File: src/rtl/n_bit_comparator.sv
// Registered N-bit magnitude comparator with per-transaction signed/unsigned mode.
// A log-depth compare tree feeds four output flops; valid-out marks fresh flags.
module n_bit_comparator #(
  parameter int N = 8
) (
  input  logic         clk,
  input  logic         rst_n,
  input  logic         in_valid,
  input  logic         is_signed,
  input  logic [N-1:0] a,
  input  logic [N-1:0] b,
  output logic         out_valid,
  output logic         gt,
  output logic         lt,
  output logic         eq
);

  localparam int L = $clog2(N);
  localparam int P = 1 << L;

  logic [N-1:0] aAdj;
  logic [N-1:0] bAdj;
  logic         gt_d;
  logic         lt_d;
  logic         eq_d;
  logic         out_valid_q;
  logic         gt_q;
  logic         lt_q;
  logic         eq_q;

  // Flipping both sign bits maps two's-complement order onto unsigned order.
  always_comb begin
    aAdj = a;
    bAdj = b;
    aAdj[N-1] = a[N-1] ^ is_signed;
    bAdj[N-1] = b[N-1] ^ is_signed;
  end

  for (genvar l = 0; l <= L; l++) begin : lvl
    logic [(P >> l)-1:0] g;
    logic [(P >> l)-1:0] e;
    if (l == 0) begin : leaf
      for (genvar i = 0; i < P; i++) begin : bitCmp
        if (i < N) begin : real_bit
          assign g[i] = aAdj[i] & ~bAdj[i];
          assign e[i] = ~(aAdj[i] ^ bAdj[i]);
        end else begin : pad_bit
          assign g[i] = 1'b0;
          assign e[i] = 1'b1;
        end
      end
    end else begin : node
      // The upper half decides unless it is equal, then the lower half decides.
      for (genvar j = 0; j < (P >> l); j++) begin : merge
        assign g[j] = lvl[l-1].g[2*j+1] | (lvl[l-1].e[2*j+1] & lvl[l-1].g[2*j]);
        assign e[j] = lvl[l-1].e[2*j+1] & lvl[l-1].e[2*j];
      end
    end
  end

  assign gt_d = lvl[L].g[0];
  assign eq_d = lvl[L].e[0];
  assign lt_d = ~(gt_d | eq_d);

  always_ff @(posedge clk) begin
    if (!rst_n) begin
      out_valid_q <= 1'b0;
      gt_q        <= 1'b0;
      lt_q        <= 1'b0;
      eq_q        <= 1'b0;
    end else begin
      out_valid_q <= in_valid;
      if (in_valid) begin
        gt_q <= gt_d;
        lt_q <= lt_d;
        eq_q <= eq_d;
      end
    end
  end

  assign out_valid = out_valid_q;
  assign gt        = gt_q;
  assign lt        = lt_q;
  assign eq        = eq_q;

endmodule

File: config.mk
export PLATFORM = sky130hd
export DESIGN_NAME = n_bit_comparator
export DESIGN_NICKNAME = d
export VERILOG_FILES = /design/src/rtl/n_bit_comparator.sv
export SDC_FILE = /design/constraint.sdc
export NUM_CORES = 1
export LEC_CHECK = 0
export BUFFER_PORTS_ARGS = -buffer_cell sky130_fd_sc_hd__buf_4
export CAP_MARGIN = 10
export CORE_AREA = 4 4 41 43
export CTS_CLUSTER_DIAMETER = 50
export DETAILED_ROUTE_END_ITERATION = 8
export DIE_AREA = 0 0 45 47
export PLACE_DENSITY_LB_ADDON = 0.12
export REMOVE_ABC_BUFFERS = 1
export SYNTH_ARGS = -nofsm -noshare
export SYNTH_HDL_FRONTEND = slang
export SYNTH_SLANG_ARGS = --single-unit
File: constraint.sdc
create_clock -name clk -period 1.2 [get_ports clk]
set_input_delay 0.12 -clock clk [delete_from_list [all_inputs] [get_ports clk]]
set_output_delay 0.12 -clock clk [all_outputs]
set_load 0.05 [all_outputs]
==> impl_results.md <==
- Gpl congestion: 0.6738
- Int Pwr: 350.4 µW
- Via count: 381
- Setup crit end kind: flop
- Maximum vdd drop: 0.0004105 V
- Switching pwr: 143.1 µW
- Cell row count: 13
- Final Cycle Share: 91.59%
- Worst R2R Setup Slack: 0.53 ns
- CTS tree: yes
- Slew headroom: 87.37%
- Inserted Diodes: 0
- Area delta synth->final: 67.28%
- Boundary pin count: 24
- Tmin final: 1.099 ns
- Wire per inst: 9.422 µm
- FF-to-FF path depth: 1
- Number of buffers inserted by post-CTS setup repair: 0
- Core area: 0.001301 mm²
- Placed cell count: 80
- Chip width: 45 µm
- CP Max Fanout: 3
- Initial drt markers: 2
- Synth Warn #: 0
- Post-Syn Area: 340.3 µm²
- Dpl hpwl: 724 µm
- # resized after CTS: 0
- Leading area contributor after synthesis: ha_1
- Clk slew on worst S/H paths: 0.03 ns
- Main area contributors after synthesis: ha_1 29%, dfxtp_1 24%, inv_1 8.8%, nand4_1 5.5%, a21oi_1 4.4%
- Fraction of layout cells with a size suffix above 1: 42.65%
- Drt via density: 4.590
- Final setup vio count: 0
- DRC: 0
- Register bit total from synthesis: 4
- Total power: 493.5 µW
- Clk_lat worst skew: 0.23 ns
- CTS buffer count: 3
- Die Height: 47 µm
- Slew @ Worst Pin: 0.1895 ns
- Hold Fails Final Rpt: 0
- Vias in the first global route: 345
- I/O Buffers: 23
- Achievable Freq: 909.9 MHz
- Clk pwr share: 33.2%
- Required @ worst endpoint: 1.38 ns
- WHS Endpoint: out_valid$_SDFF_PN0_
- Number of synthesized flops with an enable pin: 0
- Post-synth ARST share: 0%
- Final Non-Filler Cells: 83
- H-tree levels: 1
- Min-delay src: in_valid
- Global Route Usage Sum: 7.978%
- Max_cap viols: 0
- Logic pwr share: 37.0%
- Seq/Total Area, Yosys: 23.53%
- First-pass GRT wire length: 1248 µm
- Root Driver: clkbuf_4
- Final Cell Area: 569.3 µm²
- Reg2reg start: gt$_SDFFE_PN0P_
- Synth cell types: 17
- RSZ-0062 raised after global routing: yes
- Dpl cell area: 546.8 µm²
- Mean Syn Cell Area: 8.508 µm²
- Routed wire length: 782 µm
- Hold path depth: 2
- Initial core utilization: 26.15%
- Clock Path Buffers: 2
- Pin count of the biggest net entering global routing: 6
- Leakage: 0.0003181 µW
- Setup CP Type: in2reg
- CP Launch Type: input port
- PwrDens: 866.9 mW/mm²
- R2r endpoint: gt$_SDFFE_PN0P_
- DRT Pass-1 Iters: 3
- GRT overflow: 0
- Antenna Nets Post-Route: 0
- Worst min path class: in2reg
- Dominant synthesized flop cell: dfxtp_1
- Outcome: finished, final reports clean
- Skew final: 0 ns
- CP arrival: 1.28 ns
- Net Sw Frac: 29.00%
- Synth top area share: 29.41%
- Initial antenna violation count: 0
- Nets: 98
- Post-Synthesis Cells: 40
- Die area: 0.002115 mm²
- Pins Over Slew Limit: 0
- Clk sinks: 4
- Reg power frac: 29.8%
==> logic make-up after synthesis <==
family,count (synthesis),share of synthesized area [%]
XOR/XNOR,2,5.148
AO/OA/AOI/OAI,8,15.81
buffers and inverters,8,8.824
AND/OR/NAND/NOR,10,17.28
flip-flops,4,23.53
adder cells (fa/ha/maj),8,29.41
==> worst max-delay path by stage <==
stage                     startpoint               to  slack, ns  cells after the start
final                      is_signed  gt$_SDFFE_PN0P_       0.10                      6
after global routing       is_signed  gt$_SDFFE_PN0P_    -0.0009                      6
after detailed placement   is_signed  gt$_SDFFE_PN0P_      -0.16                      6
after floorplan            is_signed  gt$_SDFFE_PN0P_       0.09                      5
after global placement     is_signed  gt$_SDFFE_PN0P_      -0.14                      6
after CTS                  is_signed  gt$_SDFFE_PN0P_       0.07                      6
==> placed cells by master (no fill, tap or decap) <==
| cell type | n |
|---|---|
| o221a_2 | 1 |
| a21oi_1 | 3 |
| nor3_1 | 1 |
| ha_1 | 8 |
| clkbuf_4 | 3 |
| a21o_1 | 2 |
| dfxtp_1 | 4 |
| xnor2_1 | 1 |
| nand3_1 | 2 |
| and2_1 | 1 |
| nand4_1 | 3 |
| buf_4 | 25 |
| nor2b_1 | 1 |
| xor2_1 | 1 |
| nand2_1 | 1 |
| o21ai_0 | 1 |
| o31ai_1 | 1 |
| inv_1 | 8 |
| nand4b_1 | 1 |
==> state kept, by name (all words and copies together), names as in the netlist <==
register and cells:
out_valid 1, eq 1, lt 1, gt 1
==> routing by layer <==
layer / track usage (%) / part of all wire [%]
met1: 9.091 / 37
met2: 13.56 / 47
met3: 2.682 / 14
met4: 3.509 / 1.5
met5: 0 / 0
==> synth_stat cells (all sizes together) (2+ instances only) <==
cell / count
inv: 8
dfxtp: 4
nand4: 3
nand3: 2
a21oi: 3
a21o: 2
ha: 8
==> power by group through the flow <==
stage / registers, µW / clock network, µW / logic [µW]
4_1_cts: 147 / 171 / 187
2_1_floorplan: 179 / 0 / 66.4
5_1_grt: 148 / 178 / 207
3_5_place_dp: 149 / 0 / 186
3_3_place_gp: 149 / 0 / 186
6_report: 147 / 164 / 183
==> through the flow <==
stage               hold WS, ns  worst slack [ns]    TNS (ns)  utilization (%)
floorplan                0.2417           0.08743           0                -
CTS                      0.1175           0.06638           0            43.75
finish                   0.1216            0.1009           0            43.75
detailed placement       0.3591           -0.1642     -0.3988            42.02
global route             0.1274        -0.0009330  -0.0009330            43.75
global placement         0.3629           -0.1395     -0.3074            42.02
==> timing repair <==
| item | CTS | global route |
|---|---|---|
| endpoints found under the setup margin | 0 | 1 |
| endpoints found under the hold margin | 0 | 0 |
| hold buffers | 0 | 0 |
==> cell type report <==
class | instances | area, µm²
fillers | 150 | 732.0
well taps | 15 | 18.77
multi-input cells | 28 | 230.2
clock buffers | 3 | 22.52
flip-flops and latches | 4 | 80.08
repair buffers | 25 | 187.7
inverters | 8 | 30.03
==> worst max-delay path, stage by stage <==
cell and delay [ns]:
buf_4 0.12, xor2_1 0.15, ha_1 0.31, nand4_1 0.15, a21oi_1 0.21, o221a_2 0.21
(Power assumes the default switching activity.)
